**src/rtl/frame_modulator.sv**
```systemverilog
// Bit-serial OOK frame modulator: latches a frame and serialises it MSB-first with
// programmable length, symbol time, repetition and NRZ/Manchester line coding.
module frame_modulator #(
  parameter int unsigned FRAME_BITS = 128,
  parameter int unsigned LEN_W      = $clog2(FRAME_BITS + 1),
  parameter int unsigned SYM_W      = 16,
  parameter int unsigned REP_W      = 4
) (
  input  logic                  clk,
  input  logic                  reset,
  input  logic                  start,
  input  logic                  abort,
  input  logic [FRAME_BITS-1:0] in_bitstream,
  input  logic [LEN_W-1:0]      frame_len,
  input  logic [SYM_W-1:0]      symbol_time,
  input  logic [REP_W-1:0]      repetition_factor,
  input  logic                  mode,
  output logic                  busy,
  output logic                  done,
  output logic                  wave_enable,
  output logic                  out,
  output logic [LEN_W-1:0]      bit_index
);

  typedef enum logic [1:0] {StIdle, StSend, StDone} state_e;

  state_e                state_q, state_d;
  logic [FRAME_BITS-1:0] frame_q, frame_d;
  logic [LEN_W-1:0]      lm1_q, lm1_d, bit_q, bit_d;
  logic [SYM_W-1:0]      tm1_q, tm1_d, half_q, half_d, cyc_q, cyc_d;
  logic [REP_W-1:0]      rm1_q, rm1_d, rep_q, rep_d;
  logic                  mode_q, mode_d;
  logic                  out_q, out_d, wave_q, wave_d, busy_q, busy_d, done_q, done_d;

  logic [SYM_W-1:0] t_eff;
  logic [REP_W-1:0] r_eff;
  logic [LEN_W-1:0] l_eff;
  logic             last_cyc, last_rep, last_bit, next_bit;

  // Effective frame parameters, normalised before latching so the counters compare
  // against terminal values directly and never overflow.
  always_comb begin
    t_eff = (symbol_time == '0) ? SYM_W'(1) : symbol_time;
    if (mode && (t_eff < SYM_W'(2))) t_eff = SYM_W'(2);
    r_eff = (repetition_factor == '0) ? REP_W'(1) : repetition_factor;
    l_eff = ((frame_len == '0) || (frame_len > LEN_W'(FRAME_BITS))) ? LEN_W'(FRAME_BITS)
                                                                    : frame_len;
  end

  assign last_cyc = (cyc_q == tm1_q);
  assign last_rep = (rep_q == rm1_q);
  assign last_bit = (bit_q == lm1_q);

  always_comb begin
    state_d  = state_q;
    frame_d  = frame_q;
    lm1_d    = lm1_q;
    tm1_d    = tm1_q;
    half_d   = half_q;
    rm1_d    = rm1_q;
    mode_d   = mode_q;
    cyc_d    = cyc_q;
    rep_d    = rep_q;
    bit_d    = bit_q;
    next_bit = frame_q[FRAME_BITS-1];
    out_d    = 1'b0;
    wave_d   = 1'b0;
    busy_d   = 1'b0;
    done_d   = 1'b0;
    unique case (state_q)
      StIdle: begin
        if (start && !abort) begin
          state_d = StSend;
          frame_d = in_bitstream;
          lm1_d   = l_eff - LEN_W'(1);
          tm1_d   = t_eff - SYM_W'(1);
          half_d  = t_eff >> 1;
          rm1_d   = r_eff - REP_W'(1);
          mode_d  = mode;
          cyc_d   = '0;
          rep_d   = '0;
          bit_d   = '0;
          // First level of either coding is the bit itself.
          out_d   = in_bitstream[FRAME_BITS-1];
          wave_d  = 1'b1;
          busy_d  = 1'b1;
        end
      end
      StSend: begin
        if (abort) begin
          state_d = StIdle;
          cyc_d   = '0;
          rep_d   = '0;
          bit_d   = '0;
        end else if (last_cyc && last_rep && last_bit) begin
          state_d = StDone;
          done_d  = 1'b1;
          cyc_d   = '0;
          rep_d   = '0;
          bit_d   = '0;
        end else begin
          if (last_cyc) begin
            cyc_d = '0;
            if (last_rep) begin
              rep_d    = '0;
              bit_d    = bit_q + LEN_W'(1);
              frame_d  = frame_q << 1;
              next_bit = frame_q[FRAME_BITS-2];
            end else begin
              rep_d = rep_q + REP_W'(1);
            end
          end else begin
            cyc_d = cyc_q + SYM_W'(1);
          end
          out_d  = (mode_q && (cyc_d >= half_q)) ? ~next_bit : next_bit;
          wave_d = 1'b1;
          busy_d = 1'b1;
        end
      end
      StDone:  state_d = StIdle;
      default: state_d = StIdle;
    endcase
  end

  always_ff @(posedge clk or posedge reset) begin
    if (reset) begin
      state_q <= StIdle;
      frame_q <= '0;
      lm1_q   <= '0;
      tm1_q   <= '0;
      half_q  <= '0;
      rm1_q   <= '0;
      mode_q  <= 1'b0;
      cyc_q   <= '0;
      rep_q   <= '0;
      bit_q   <= '0;
      out_q   <= 1'b0;
      wave_q  <= 1'b0;
      busy_q  <= 1'b0;
      done_q  <= 1'b0;
    end else begin
      state_q <= state_d;
      frame_q <= frame_d;
      lm1_q   <= lm1_d;
      tm1_q   <= tm1_d;
      half_q  <= half_d;
      rm1_q   <= rm1_d;
      mode_q  <= mode_d;
      cyc_q   <= cyc_d;
      rep_q   <= rep_d;
      bit_q   <= bit_d;
      out_q   <= out_d;
      wave_q  <= wave_d;
      busy_q  <= busy_d;
      done_q  <= done_d;
    end
  end

  assign busy        = busy_q;
  assign done        = done_q;
  assign wave_enable = wave_q;
  assign out         = out_q;
  assign bit_index   = bit_q;

endmodule

```
**config.mk**
```make
export PLATFORM = sky130hd
export DESIGN_NAME = frame_modulator
export DESIGN_NICKNAME = d
export VERILOG_FILES = /design/src/rtl/frame_modulator.sv
export SDC_FILE = /design/constraint.sdc
export NUM_CORES = 1
export LEC_CHECK = 0
export ABC_AREA = 1
export CORE_MARGIN = 8
export CORE_UTILIZATION = 54
export CTS_CLUSTER_DIAMETER = 120
export DETAILED_ROUTE_END_ITERATION = 12
export MAX_ROUTING_LAYER = met4
export PLACE_DENSITY = 0.8
export SYNTH_ARGS = -nofsm -noshare
export SYNTH_HDL_FRONTEND = slang
export SYNTH_SLANG_ARGS = --single-unit
export TNS_END_PERCENT = 30
```
**constraint.sdc**
```tcl
create_clock -name clk -period 8.8 [get_ports clk]
set_input_delay 2.2 -clock clk [delete_from_list [all_inputs] [get_ports clk]]
set_output_delay 2.2 -clock clk [all_outputs]
set_load 0.03 [all_outputs]
```
==> key figures, run 1 <==
Placement
  • GPL Wtd Cong: 0.902
  • Dpl hpwl: 18.1 mm
  • DP Area: 12600 um2
  • Placed Cells: 1719
  • IO Port Bufs: roughly 170

Logic synthesis
  • Syn_nets: 1522
  • Post-Synth Adder-Cell Area: 0.0241
  • Synthesized area: 10900 um2
  • Synth Register Bits: approximately 200
  • Yosys top cell area share: 0.471
  • Synth Area in Compound Gates: 0.200
  • Post-synth cell types: 38
  • Post-Synth XOR/XNOR Area: 0.0266
  • Largest family of logic cells by synthesized area: compound AO/OA/AOI/OAI gates
  • Dominant cells by area after synthesis: dfrtp_1, nand2_1, o211ai_1, inv_1, o21ai_0
  • Avg Cell Area, Syn: roughly 8.1 um2
  • Post-synth EDFFs: 0
  • Leading area contributor after synthesis: dfrtp_1
  • Post-synth ARST share: 1.00
  • Mux cell area share after synthesis: 0
  • Simple-gate share of the synthesized area: 0.159
  • Most used DFF post-synth: dfrtp_1
  • Commonest cells post-synth: nand2_1, inv_1, dfrtp_1
  • Sequential area share after synthesis: 0.471
  • Syn. warnings: 0
  • Count leader, synth: nand2_1
  • Cells after synthesis: 1340

Worst hold path
  • Hold Crit Class: reg -> reg

Clock network
  • Postcts setup bufs: 0
  • CTS Root Cell: clkbuf_16
  • H-tree Lvls: 1
  • Clock transition at path regs: 0.06 ns
  • Post-CTS Resized: 0
  • Clock Path Buffers: 3
  • CTS tree: yes
  • Skew-Pair Late Insertion Delay: 0.50 ns
  • Num CTS Buffers: 23
  • Sink Count: about 210
  • Post-CTS Hold Buffers: 0

Final layout
  • Filler cells: around 1700
  • Design area: about 13000 um2
  • Nets: 1656
  • Layout cells sized above 1: 0.0450
  • Area added between synthesis and finish: 22.3%
  • Ant. Diodes: 0
  • Non-Filler Instances: ~1800

Floorplanning
  • Die width: 158 um
  • Row count: 52
  • Initial core utilization: 0.543
  • Die ar.: 25000 um2
  • Die H: 158 um
  • Io pins: 173
  • Core Area: about 20000 um2

Power and ir drop
  • Final Power: 2.69 mW
  • Switching share of power: 0.289
  • Clock Power Share: 0.342
  • Logic pwr share: 0.209
  • Switching Power: 0.777 mW
  • Seq pwr share: 0.449
  • PwrDens: 202 nW/um2
  • Leakage: a little over 6 nW
  • Cell-internal power: 1.91 mW
  • VDD IR max: 120 uV

Setup path
  • Critical Path RT: 9.16 ns
  • R2R Setup Slk: 5.15 ns
  • Crit Path Class: in -> reg
  • CP max FO: 206
  • Data arrival time of the worst path: just under 5 ns
  • Startpoint types: input port
  • Setup crit end kind: flop

STA
  • Final Max Tran Viols: 0
  • Final critical-path share of the clock period: 0.515
  • Slew margin rel.: 0.213
  • Final Hold Vio Count: 0
  • Tmin final: ~4.5 ns
  • Final setup fails: 0
  • Setup TNS: 0 ns
  • Maximum clock frequency: 221 MHz
  • Clk_skew: 0.0131 ns
  • Unrepaired setup endpoints after global routing: no
  • Slew @ Worst Pin: 1.18 ns

GRT
  • Total track usage: 0.213
  • Largest net degree at the start of global routing: 207
  • Vias in the first global route: 9016
  • First-pass GRT wire length: about 43 mm
  • Initial antenna violation count: 0
  • Grt ovf: 0

Drt
  • Via density: 5.27
  • Vias: about 9300
  • DRT iter0 DRCs: between 600 and 700
  • Post-route ant nets: 0
  • Final wirelength: roughly 26 mm
  • DRT Pass-1 Iters: 7
  • Wire per inst: 14.7 um
  • Drt drc: 0

Outcome
  • Status: finished, final reports clean

Flow run
  • Maximum Capacitance Violations: 0
==> path summary, 6_finish.rpt <==
check                           startpoint            to  depth (start not counted)
worst min-delay path             half_q[3]     half_q[3]                          2
max in group asynchronous            reset      tm1_q[3]                          3
worst max-delay path                 abort  frame_q[110]                          8
worst min register to register   half_q[3]     half_q[3]                          2
min in group asynchronous            reset  frame_q[111]                          2
worst max register to register  state_q[1]  frame_q[110]                          8
==> registers in the layout, indices dropped and copies added (netlist names) <==
register	count
bit_index	8
busy	1
cyc_q	16
done	1
frame_q	128
half_q	15
lm1_q	8
mode_q	1
out	1
rep_q	4
rm1_q	4
state_q	2
tm1_q	16
==> area by class of cell <==
| type | count | area [um2] | area share |
|---|---|---|---|
| clock buffers | 35 | 671 | 0.0504 |
| clock inverters | 5 | 52.6 | 0.00395 |
| inverters | 231 | 875 | 0.0657 |
| multi-input cells | 835 | 4480 | 0.337 |
| flip-flops and latches | 205 | 5130 | 0.385 |
| well taps | 270 | 338 | 0.0254 |
| repair buffers | 178 | 1770 | 0.133 |
==> per-layer routing <==
metal	up-vias	GRT usage	part of all wire
li1	4651	-	-
met1	4346	0.286	0.46
met2	241	0.337	0.46
met3	38	0.0273	0.051
met4	0	0.0624	0.020
met5	-	-	0
==> placed cells by master (no fill, tap or decap), drive strengths merged, types with 2 or more instances in the layout <==
cell           count
nand2            300
inv              231
dfrtp            205
o21ai            188
clkdlybuf4s50    172
o211ai           130
nor2              68
clkbuf            35
nand3             32
xor2              25
ha                21
a21oi             15
o22ai             12
xnor2              8
nor3               7
nand4              7
buf                6
nand3b             4
nor4               3
or2                3
a31oi              3
clkinv             3
nor3b              2
o31ai              2
==> power by group through the flow <==
stage	sequential, mW	combinational (mW)	clock [mW]
6_report	1.21	0.562	0.919
3_3_place_gp	1.21	0.543	0
2_1_floorplan	1.20	0.402	0
5_1_grt	1.23	0.652	0.979
3_5_place_dp	1.22	0.562	0
4_1_cts	1.21	0.568	0.941
==> per-stage QoR <==
stage | utilization | hold WS [ns] | setup WS [ns]
5_1_grt | 0.664 | 0.529 | 3.94
3_5_place_dp | 0.628 | 0.473 | 3.77
6_report | 0.664 | 0.482 | 4.27
2_1_floorplan | - | 0.453 | 1.00
3_3_place_gp | 0.628 | 0.466 | 3.82
4_1_cts | 0.664 | 0.487 | 4.29
==> worst max-delay path, stage by stage <==
cell             delay [ns]
clkdlybuf4s50_1        0.52
inv_1                  0.07
nand3_2                0.06
buf_4                  0.47
nand2_8                0.55
buf_4                  0.56
o211ai_1               0.13
o21ai_0                0.13
==> kinds of logic after synthesis <==
logic type,after synthesis
simple gates,427
compound gates,354
buf+inv,300
flops,205
xor+xnor,33
fa+ha+maj,21
Power figures use the tool's default switching activity.
==> run 2: changes to the inputs <==
--- a/config.mk
+++ b/config.mk
@@ -7,11 +7,11 @@
 export LEC_CHECK = 0
 export ABC_AREA = 1
 export CORE_MARGIN = 8
-export CORE_UTILIZATION = 54
+export CORE_UTILIZATION = 49
 export CTS_CLUSTER_DIAMETER = 120
 export DETAILED_ROUTE_END_ITERATION = 12
 export MAX_ROUTING_LAYER = met4
-export PLACE_DENSITY = 0.8
+export PLACE_DENSITY = 0.77
 export SYNTH_ARGS = -nofsm -noshare
 export SYNTH_HDL_FRONTEND = slang
 export SYNTH_SLANG_ARGS = --single-unit
==> constraint.sdc (replaced) <==
create_clock -name clk -period 3.85 [get_ports clk]
set_input_delay 0.9625 -clock clk [delete_from_list [all_inputs] [get_ports clk]]
set_output_delay 0.9625 -clock clk [all_outputs]
set_load 0.03 [all_outputs]
==> key figures, run 2 (synthesis results as in run 1) <==
Setup path
  • Crit path max-delay family: simple AND/OR/NAND/NOR gates (was buffers and inverters)
  • R2R Setup Slk: 0.94 ns (was 5.15 ns)
  • Startpoint types: input port (unchanged)
  • Worst Path Buf+Inv: 3 (was 4)
  • CP max FO: 4 (was 206)
  • Crit path to: tm1_q[14] (was frame_q[110])
  • Worst Reg-to-Reg Cells: 19 (was 8)
  • Top cell by count, worst path: nor2_1 (was buf_4)
  • CP max stage cell: clkdlybuf4s50_1 (was buf_4)
  • Peak per-stage delay on the critical path: 0.47 ns (was 0.56 ns)
  • Data arrival time of the worst path: 3.57 ns (was 4.88 ns)
  • Critical path origin: symbol_time[12] (was abort)
  • Crit path cell chain: clkdlybuf4s50_1, nor2_1, nand2_1, nor2_1, nand3_1, nand2_1, ha_1, nand2_1, nor2_1, inv_1, nor2_1, inv_1, nor3_1, nand3_1, xor2_1, o21ai_0 (was clkdlybuf4s50_1, inv_1, nand3_2, buf_4, nand2_8, buf_4, o211ai_1, o21ai_0)
  • Reg2reg end: out (was frame_q[110])
  • CP Depth: 16 (was 8)
  • Critical Path RT: 4.26 ns (was 9.16 ns)
  • Setup crit end kind: flop (unchanged)
  • Crit Path Class: in -> reg (unchanged)
  • Launch point of the worst reg-to-reg path: cyc_q[1] (was state_q[1])

Final layout
  • Filler cells: 1912 (was 1722)
  • Area added between synthesis and finish: 24.7% (was 22.3%)
  • Commonest cells after routing, fill and taps aside: nand2_1, inv_1, dfrtp_1 (unchanged)
  • Reg area: 5130 um2 (unchanged)
  • Non-Filler Instances: 1780 (was 1759)
  • Most common cell after layout, fill and taps aside: nand2_1 (unchanged)
  • Multi-input gate area: 4480 um2 (unchanged)
  • Nets: 1669 (was 1656)
  • Largest register FFs: 128 (unchanged)
  • Layout cells sized above 1: 0.0540 (was 0.0450)
  • Reg with most FFs: frame_q (unchanged)
  • Largest regs: frame_q x128, cyc_q x16, tm1_q x16 (unchanged)
  • Ant. Diodes: 0 (unchanged)

Power and ir drop
  • VDD IR max: 305 uV (was 120 uV)
  • Leakage: 6.24 nW (was 6.12 nW)
  • Final Power: 6.32 mW (was 2.69 mW)
  • PwrDens: 465 nW/um2 (was 202 nW/um2)
  • Cell-internal power: 4.52 mW (was 1.91 mW)
  • Switching share of power: 0.285 (was 0.289)
  • Seq pwr share: 0.436 (was 0.449)
  • Switching Power: 1.80 mW (was 0.777 mW)
  • Logic pwr share: 0.211 (was 0.209)
  • Clock Power Share: 0.352 (was 0.342)

STA
  • Maximum clock frequency: approximately 320 MHz
  • Slew @ Worst Pin: 1.08 ns (was 1.18 ns)
  • Unrepaired setup endpoints after global routing: no (unchanged)
  • Tmin final: 3.15 ns
  • Final Max Tran Viols: 0 (unchanged)
  • Final critical-path share of the clock period: 0.819
  • Final setup fails: 0 (unchanged)
  • Slew margin rel.: 0.282 (was 0.213)
  • Final Hold Vio Count: 0 (unchanged)
  • Setup TNS: 0 ns (unchanged)
  • Clk_skew: 0.0184 ns (was 0.0131 ns)

GRT
  • Total track usage: 0.202 (was 0.213)
  • First-pass GRT wire length: 44.2 mm (was 42.5 mm)
  • Vias in the first global route: 9223 (was 9016)
  • Largest net degree at the start of global routing: 255 (was 207)
  • Initial antenna violation count: 0 (unchanged)
  • Grt ovf: 0 (unchanged)

Clock network
  • Postcts setup bufs: 0 (unchanged)
  • Clock transition at path regs: 0.06 ns (about the same)
  • H-tree Lvls: 1 (unchanged)
  • CTS Root Cell: clkbuf_16 (unchanged)
  • Skew-Pair Late Insertion Delay: 0.50 ns (about the same)
  • Post-CTS Hold Buffers: 0 (unchanged)
  • Post-CTS Resized: 0 (unchanged)
  • Sink Count: 205 (unchanged)
  • CTS tree: yes (unchanged)
  • Clock Path Buffers: 3 (unchanged)
  • Num CTS Buffers: 23 (unchanged)

Drt
  • DRT Pass-1 Iters: 5 (was 7)
  • Highest layer used for signal routing: met4 (unchanged)
  • Routed length on met2: 12.6 mm (was 12.0 mm)
  • Drt drc: 0 (unchanged)
  • DRT iter0 DRCs: 779 (was 609)
  • Via density: 5.27 (about the same)
  • Routed wl met3: 1.55 mm (was 1.31 mm)
  • Vias: 9376 (was 9276)
  • Wire per inst: 15.1 um (was 14.7 um)
  • Final wirelength: 26.9 mm (was 25.9 mm)
  • Met1 WL: 12.3 mm (was 12.0 mm)
  • Post-route ant nets: 0 (unchanged)

Placement
  • GPL Wtd Cong: 0.847 (was 0.902)
  • Placed Cells: 1742 (was 1719)
  • Dpl hpwl: 18.6 mm (was 18.1 mm)
  • IO Port Bufs: 172 (unchanged)

Flow run
  • Maximum Capacitance Violations: 0 (unchanged)

Floorplanning
  • Row count: 54 (was 52)
  • Die width: 165 um (was 158 um)
  • Die ar.: 27200 um2 (was 25000 um2)
  • Io pins: 173 (unchanged)
  • Initial core utilization: 0.499 (was 0.543)
  • Die H: 165 um (was 158 um)
  • Core Area: 21800 um2 (was 20000 um2)

Outcome
  • Status: finished, final reports clean (unchanged)

Worst hold path
  • Hold Crit Class: reg -> reg (unchanged)
-- run 2: worst min path at each step --
stage / from / endpoint / cells after the start
after floorplan: half_q[10] / half_q[10] / 2
after global placement: half_q[10] / half_q[10] / 2
after CTS: half_q[7] / half_q[7] / 2
after detailed placement: half_q[7] / half_q[7] / 2
final: half_q[7] / half_q[7] / 2
after global routing: half_q[7] / half_q[7] / 2
-- run 2: power by group through the flow --
stage	logic (mW)	clock network (mW)	registers, mW
floorplan	0.920	0	2.75
global placement	1.27	0	2.77
detailed placement	1.32	0	2.79
CTS	1.35	2.27	2.76
global route	1.54	2.36	2.80
finish	1.33	2.23	2.76
-- run 2: layout make-up --
type                            count  share of cell area
Sequential cell                   205               0.378
Multi-Input combinational cell    835               0.330
Timing Repair Buffer              191               0.146
Inverter                          231              0.0642
Clock buffer                       32              0.0486
Tap cell                          280              0.0258
Clock inverter                      6             0.00774
-- run 2: per-stage QoR --
stage          worst slack, ns  utilization  hold WS, ns  area (um2)
6_report                 0.698        0.622        0.481       13600
5_1_grt                  0.392        0.622        0.497       13600
2_1_floorplan            0.229            -        0.453       10900
3_3_place_gp             0.306        0.587        0.468       12800
4_1_cts                  0.718        0.622        0.487       13600
3_5_place_dp             0.205        0.587        0.472       12800
-- run 2: worst reg2reg max path: stages, from the launching register on --
cell	delay, ns
dfrtp_1	0.40
ha_1	0.23
nand4_1	0.16
nor2_1	0.17
nand4_1	0.16
nor2_1	0.21
inv_1	0.10
nand3_1	0.12
inv_1	0.07
ha_1	0.30
nand2_1	0.07
nor2_1	0.04
a211oi_1	0.24
o211ai_1	0.12
inv_1	0.07
nand2_1	0.07
nand2_1	0.07
nand2_1	0.06
nand3_1	0.06
nand2_1	0.06
-- run 2: metal layers --
layer  up-vias  global-route usage
met5         -                   -
met1      4406               0.270
met4         0              0.0577
li1       4676                   -
met3        40              0.0302
met2       254               0.316
